--- src/rtl/avalon_arbiter.sv ---
// Round-robin arbiter sharing one Avalon-MM master between the instruction-fetch
// requester (I, read only) and the load/store requester (D). One transfer per
// grant, an IDLE cycle between grants, and a waitrequest timeout that ends a
// hung transfer with an error response and a sticky bus_error flag.
module avalon_arbiter #(
  parameter int ADDR_W  = 32,
  parameter int DATA_W  = 32,
  parameter int TIMEOUT = 255
) (
  input  logic                  clk,
  input  logic                  reset,
  // instruction-fetch requester
  input  logic [ADDR_W-1:0]     i_address,
  input  logic                  i_read,
  output logic [DATA_W-1:0]     i_readdata,
  output logic                  i_waitrequest,
  // load/store requester
  input  logic [ADDR_W-1:0]     d_address,
  input  logic                  d_read,
  input  logic                  d_write,
  input  logic [DATA_W-1:0]     d_writedata,
  input  logic [DATA_W/8-1:0]   d_byteenable,
  output logic [DATA_W-1:0]     d_readdata,
  output logic                  d_waitrequest,
  // shared master
  output logic [ADDR_W-1:0]     av_address,
  output logic                  av_read,
  output logic                  av_write,
  output logic [DATA_W-1:0]     av_writedata,
  output logic [DATA_W/8-1:0]   av_byteenable,
  input  logic [DATA_W-1:0]     av_readdata,
  input  logic                  av_waitrequest,
  // status
  output logic [1:0]            grant,
  output logic                  bus_error
);

  localparam int                TMR_W    = $clog2(TIMEOUT + 1);
  localparam logic [TMR_W-1:0]  TMR_LAST = TMR_W'(TIMEOUT - 1);
  localparam logic [DATA_W-1:0] ERR_DATA = {(DATA_W/16){16'hDEAD}};

  typedef enum logic [1:0] {
    S_IDLE    = 2'd0,
    S_GRANT_I = 2'd1,
    S_GRANT_D = 2'd2,
    S_ERROR   = 2'd3
  } state_t;

  state_t           state;
  logic             last_d;   // 1: D owned the most recent completed/aborted transfer
  logic             err_d;    // 1: the transfer that timed out belonged to D
  logic [TMR_W-1:0] timer;

  logic i_req;
  logic d_req;
  logic own_req;

  // D asserting read and write together is illegal and counts as no request.
  assign i_req   = i_read;
  assign d_req   = d_read ^ d_write;
  assign own_req = (state == S_GRANT_I) ? i_req : d_req;

  // Arbitration FSM, round-robin pointer, stall timer and sticky error flag.
  // NOTE: async reset puts the FSM in IDLE immediately, so the decoded bus
  // outputs drop in the same cycle and an in-flight transfer is abandoned.
  always_ff @(posedge clk or posedge reset) begin
    if (reset) begin
      state     <= S_IDLE;
      last_d    <= 1'b0;
      err_d     <= 1'b0;
      timer     <= '0;
      bus_error <= 1'b0;
    end else begin
      // NOTE: all state here uses <= so every register samples pre-edge values.
      unique case (state)
        S_IDLE: begin
          // Clearing in IDLE clears on entry to every grant, the only path in.
          timer <= '0;
          if (i_req && d_req) state <= last_d ? S_GRANT_I : S_GRANT_D;
          else if (d_req)     state <= S_GRANT_D;
          else if (i_req)     state <= S_GRANT_I;
        end
        S_GRANT_I, S_GRANT_D: begin
          if (!own_req) begin
            // Owner withdrew mid-transfer: abandon without completing.
            state <= S_IDLE;
          end else if (!av_waitrequest) begin
            state  <= S_IDLE;
            last_d <= (state == S_GRANT_D);
          end else if (timer >= TMR_LAST) begin
            // This stall is the TIMEOUT-th consecutive one.
            state <= S_ERROR;
            err_d <= (state == S_GRANT_D);
          end else begin
            timer <= timer + 1'b1;
          end
        end
        S_ERROR: begin
          bus_error <= 1'b1;
          last_d    <= err_d;
          state     <= S_IDLE;
        end
        default: state <= S_IDLE;
      endcase
    end
  end

  // Master and requester-side outputs decoded from state and the owner.
  always_comb begin
    // NOTE: every output gets a default first so no path infers a latch.
    av_address    = '0;
    av_read       = 1'b0;
    av_write      = 1'b0;
    av_writedata  = '0;
    av_byteenable = '0;
    grant         = 2'b00;
    i_waitrequest = 1'b1;
    d_waitrequest = 1'b1;
    i_readdata    = '0;
    d_readdata    = '0;
    unique case (state)
      S_GRANT_I: begin
        grant         = 2'b01;
        av_address    = i_address;
        av_read       = i_read;
        av_byteenable = '1;
        if (i_req && !av_waitrequest) begin
          i_waitrequest = 1'b0;
          i_readdata    = av_readdata;
        end
      end
      S_GRANT_D: begin
        grant         = 2'b10;
        av_address    = d_address;
        av_writedata  = d_writedata;
        av_byteenable = d_byteenable;
        // A dropped or illegal D request forces the strobes low.
        av_read       = d_read  & d_req;
        av_write      = d_write & d_req;
        if (d_req && !av_waitrequest) begin
          d_waitrequest = 1'b0;
          d_readdata    = av_readdata;
        end
      end
      S_ERROR: begin
        if (err_d) begin
          d_waitrequest = 1'b0;
          d_readdata    = ERR_DATA;
        end else begin
          i_waitrequest = 1'b0;
          i_readdata    = ERR_DATA;
        end
      end
      default: ;
    endcase
  end

endmodule

--- config.mk ---
export PLATFORM = sky130hd
export DESIGN_NAME = avalon_arbiter
export DESIGN_NICKNAME = d
export VERILOG_FILES = /design/src/rtl/avalon_arbiter.sv
export SDC_FILE = /design/constraint.sdc
export NUM_CORES = 1
export LEC_CHECK = 0
export ABC_CLOCK_PERIOD_IN_PS = 2100
export BUFFER_PORTS_ARGS = -buffer_cell sky130_fd_sc_hd__clkbuf_2
export CAP_MARGIN = 5
export CORE_AREA = 2 2 106 108
export DETAILED_ROUTE_END_ITERATION = 16
export DIE_AREA = 0 0 108 110
export GPL_TIMING_DRIVEN = 0
export MAX_ROUTING_LAYER = met4
export PLACE_DENSITY = 0.51
export SYNTH_ARGS = -nofsm -noshare
export SYNTH_HDL_FRONTEND = slang
export SYNTH_SLANG_ARGS = --single-unit
export TNS_END_PERCENT = 1
--- constraint.sdc ---
create_clock -name clk -period 2.1 [get_ports clk]
set_input_delay 0.42 -clock clk [delete_from_list [all_inputs] [get_ports clk]]
set_output_delay 0.42 -clock clk [all_outputs]
set_load 0.05 [all_outputs]
Word-level counts from Yosys, hierarchy flattened. Index checks and enable logic that the tools add are counted.

Register bits after elaboration: 13. Bits of input ports: 138. Output and inout port bits: 139. Word-level logic and storage cells: 65.

Magnitude comparators: 1. $add $sub $neg: 1. Reduce and logical (&&, ||, !) cells: 12. Bitwise operators: 3. Multiplexer cells: 34. Equal/unequal tests: 9.

Operators by type and width (count): 32-bit case mux with 2 select lines (3); 32-bit 2-to-1 mux (5); 8-bit 2-to-1 mux (3); 8-bit case mux with 2 select lines (1); 2-bit 2-to-1 mux (7); 8-bit by 1-bit adder with 8-bit output, second input constant (1); 8-bit >= comparator, second input constant (1); 1-bit 2-to-1 mux (8); 2-bit != test, second input constant (4); 4-bit != test, second input constant (2); 1-bit case mux with 2 select lines (4); 4-bit case mux with 2 select lines (1); 4-bit AND reduction (2); 2-bit case mux with 3 select lines (1); 2-bit == test, second input constant (2); 2-bit case mux with 2 select lines (1); 2-bit nonzero test (2); 1-bit logical AND (3); 3-bit AND reduction (1); 1-bit AND (2); 2-bit by 1-bit == test with 1-bit output, second input constant (1); 2-bit zero test (1); 2-bit AND reduction (1); 2-bit OR reduction (1); other kinds (2) (2).

Logic depth before layout (Yosys ltp).
Depth in word-level cells: 5. Depth in mapped cells: 7. Depth with buffers taken out: 6.

Least setup slack after synthesis. No wires, ideal clock.

Path type: register -> output. Start: register state[1]. End: output i_waitrequest. Setup slack: -1.067 ns. Data required time: 1.680 ns. Arrival: 2.747 ns. Cell stages (with the launch flop): 7. Buffers on the path: 2. Cell sequence: dfrtp_1 -> inv_1 -> ha_1 -> clkbuf_1 -> buf_1 -> nor2_1 -> o21ai_0.

Longest elaborated chain between the ends: 2. Elaborated cells between the ends (all ways): 3. Those cells by class: eq/ne: 2; mux: 1.

RTL lines: start: declaration (RTL line 49) `state_t state;`; start signal: assignment (RTL line 79) `if (i_req && d_req) state <= last_d ? S_GRANT_I : S_GRANT_D;`; 2-bit == test / 2-bit by 1-bit == test with 1-bit output (equally long branches) (RTL line 121) `unique case (state)`; 1-bit case mux with 2 select lines * (RTL line 121); end: declaration (RTL line 16) `output logic i_waitrequest,`.

Mark *: on every way between the ends. The rest lies on a longest branch, timed or not.

Worst setup path in the final report.
Start: register state[0]. End: output av_address[24].

Longest elaborated chain between the ends: 2. Elaborated cells between the ends (all ways): 3. Those cells by class: eq/ne: 2; mux: 1.

RTL lines: 2-bit == test / 2-bit by 1-bit == test with 1-bit output (equally long branches) (RTL line 121); 32-bit case mux with 2 select lines * (RTL line 121); end: declaration (RTL line 26) `output logic [ADDR_W-1:0] av_address,`.

Marked as above.

==> flow_metrics.tcl <==
set metrics [dict create \
    status "complete, but fails checks" \
    violations "setup timing" \
    synthTopCellsByArea "and2_1, dfrtp_1, a22oi_1" \
    cts_sinks 13 \
    setup_viol 101 \
    async_reset_ff_share_pct 100 \
    synth_fp_nets 470 \
    regToRegStartpoint "state[0]" \
    max_stage_delay_ns 0.42 \
    holdWs_ns 0.192 \
    crit_required_ns 1.68 \
    critPathMaxFanout 8 \
    antenna_found_initial 1 \
    area_delta_synth_final_pct 189 \
    overflow 0 \
    worstMarginPinSlew_ns 0.529 \
    die_height_um 110 \
    cts_tree "done" \
    synth.distinct_cells 40 \
    ys_seq_area_share_pct 15.0 \
    rows 38 \
    fin_skew_ns 0.000713 \
    synthTopCellsByCount "nand2_1, and2_1, nor2b_1, a22oi_1, a21o_1" \
    wl_per_cell_um 17.0 \
    peakVddDrop_uv 748 \
    endpoint_kind "primary output" \
    die-area_mm2 0.0119 \
    syn_inst 324 \
    synth_top_cell_by_area "and2_1" \
    maxSlewHeadroom_pct 64.7 \
    maxCapViolations 0 \
    setup_ws_ns -0.113 \
    yosysTopAreaCellShare_pct 15.6 \
    avgSynthCellArea_um2 6.69 \
    post-route-util_pct 58.6 \
    clkLatencyLatePin_ns 0.24 \
    hold_violations 0 \
    num_vias 3606 \
    post-route-period-util_pct 105 \
    path_cells "buf_6 -> ha_4 -> clkbuf_16 -> clkbuf_16 -> a22oi_2 -> nor2b_4 -> buf_8" \
    startpoint_type "flip-flop" \
    clock-root-buffer "clkbuf_8" \
    antenna_left 0 \
    vias_per_cell 4.72 \
    htree_levels 1 \
    powerDensity_mw_per_mm2 1370 \
    r2r_setup_slack_ns 0.05 \
    drive_above_1_share_pct 77.5 \
    first_pass_iters 4 \
    crit_buf_inv 4 \
    clk_path_buf_depth 2 \
    finalNetCount 770 \
    p_leak_nw 3.17 \
    final_cell_area_mm2 0.00627 \
    io_pins 277 \
    synth-edff-count 0 \
    hold_path_class "in -> async" \
    cts_buffers 3 \
    syn_area_mm2 0.00217 \
    core_mm2 0.0107 \
    drt_iter0_markers 248 \
    max_freq_mhz 452 \
    grt_usage_pct 20.3 \
    ys_seq_elements 13 \
    path_class "reg -> out" \
    gp_congestion 0.819 \
    synth_warnings 0 \
    path_clk_slew_ns 0.06 \
    die_w_um 108 \
    grt_pass1_wl_mm 18.8 \
    port_buffers 276 \
    crit_path_top_delay_cell "dfrtp_1" \
    arrival_ns 1.79 \
    synthFlopType "dfrtp_1" \
    cp.depth 7 \
    dpl_cell_area_mm2 0.00421 \
    critical_path.top_delay_family "buffers and inverters" \
    timing.rr.end "timer[3]" \
    crit_path_frequent_cell "clkbuf_16" \
    worst_r2r_path_depth 7 \
    grt_pass1_vias 3657 \
    start_util_pct 20.3 \
    slew_violations 0 \
    synth.most_common_cell "nand2_1" \
    hpwl_mm 9.07 \
    drcViolationCount 0 \
    min_period_ns 2.21 \
    rsz0062_at_grt "true" \
    wl_mm 13.0 \
    grt_max_degree 14 \
]
[metrics by stage]
step / TNS (ns) / cells / power, W / worst slack, ns
CTS: -6.75 / 759 / 0.00833 / -0.0998
global route: -13.47 / 764 / 0.00901 / -0.183
finish: -4.93 / 764 / 0.00862 / -0.113
global placement: -42.96 / 740 / 0.00610 / -0.475
floorplan: -2.45 / 324 / 0.00497 / -0.0519
detailed placement: -46.57 / 740 / 0.00613 / -0.501
[area by class of cell]
cell class                 count  area [um2]
timing repair buffer         295        2830
inverter                       8        30.0
fill                         886        4420
clock buffer                   4        45.0
multi-input combinational    274        2420
antenna                        1        2.50
sequential                    13         325
buffer                        29         438
tap                          140         175
[logic make-up (layout without fill, tap and decap cells)]
family	Yosys count	count (layout)	share of synthesized area [%]
AO/OA/AOI/OAI	83	83	27.5
adder cells (fa/ha/maj)	8	8	4.62
buffers and inverters	37	336	6.81
flip-flops	13	13	15.0
multiplexers	5	5	2.37
other	0	1	0
AND/OR/NAND/NOR	178	178	43.7
[sequential cells by signal, summed over array words and instances (netlist names)]
register	cells
bus_error	1
err_d	1
last_d	1
state	2
timer	8
[per-layer routing]
layer	up-vias	wire length [um]	track usage, %
met3	26	969	4.64
met4	0	277	4.67
met1	1681	4650	21.6
met2	193	7120	38.4
met5	-	0	-
li1	1706	-	-
[worst reg2reg max path, stage by stage (launching register included)]
cell	delay (ns)
dfrtp_1	0.42
buf_6	0.14
ha_4	0.17
or2_1	0.28
a21o_1	0.21
buf_6	0.15
o31a_1	0.29
a211o_1	0.26
[report_power, final]
part / switching, W / internal (W) / leakage, nW
registers: 0.0000718 / 0.000310 / 0.172
logic: 0.00437 / 0.00364 / 2.98
clock network: 0.0000917 / 0.000134 / 0.0228
total: 0.00453 / 0.00409 / 3.17
[repair_timing]
action,in CTS,in global routing
cloned,5,1
hold buffers,0,0
setup endpoints to repair,136,139
resized for setup,386,102
pin swaps,40,13
setup buffers,10,3
[how the worst max path moves through the flow]
stage / start / to / slack [ns]
floorplan: state[0] / av_read / -0.05
global placement: state[0] / av_read / -0.48
detailed placement: state[0] / av_read / -0.50
CTS: state[0] / d_readdata[2] / -0.1
global route: state[0] / d_readdata[14] / -0.18
finish: state[0] / av_address[24] / -0.11
[placed cells by master (no fill, tap or decap), types with 2 or more instances in the layout]
cell type and count:
a21o_4 3, nor3_1 3, clkbuf_8 60, nand3_1 6, a21o_2 16, nand2_1 27, clkbuf_4 6, buf_6 14
inv_1 5, nor2_4 2, nand2_2 29, a21o_1 5, nor4_1 3, a22oi_2 30, and2_4 18, o21ai_0 3
mux2i_1 4, ha_4 4, nand3b_1 2, and2_1 35, nand2b_1 3, a22oi_1 2, nor2b_4 36, clkbuf_16 23
nor2_1 3, clkbuf_2 140, a211o_1 3, ha_1 3, nor2_2 2, o211ai_1 2, a21oi_2 5, dfrtp_1 13
a21oi_1 4, inv_2 3, buf_4 33, buf_8 49
Note: power is estimated with default switching activity, not from simulation.
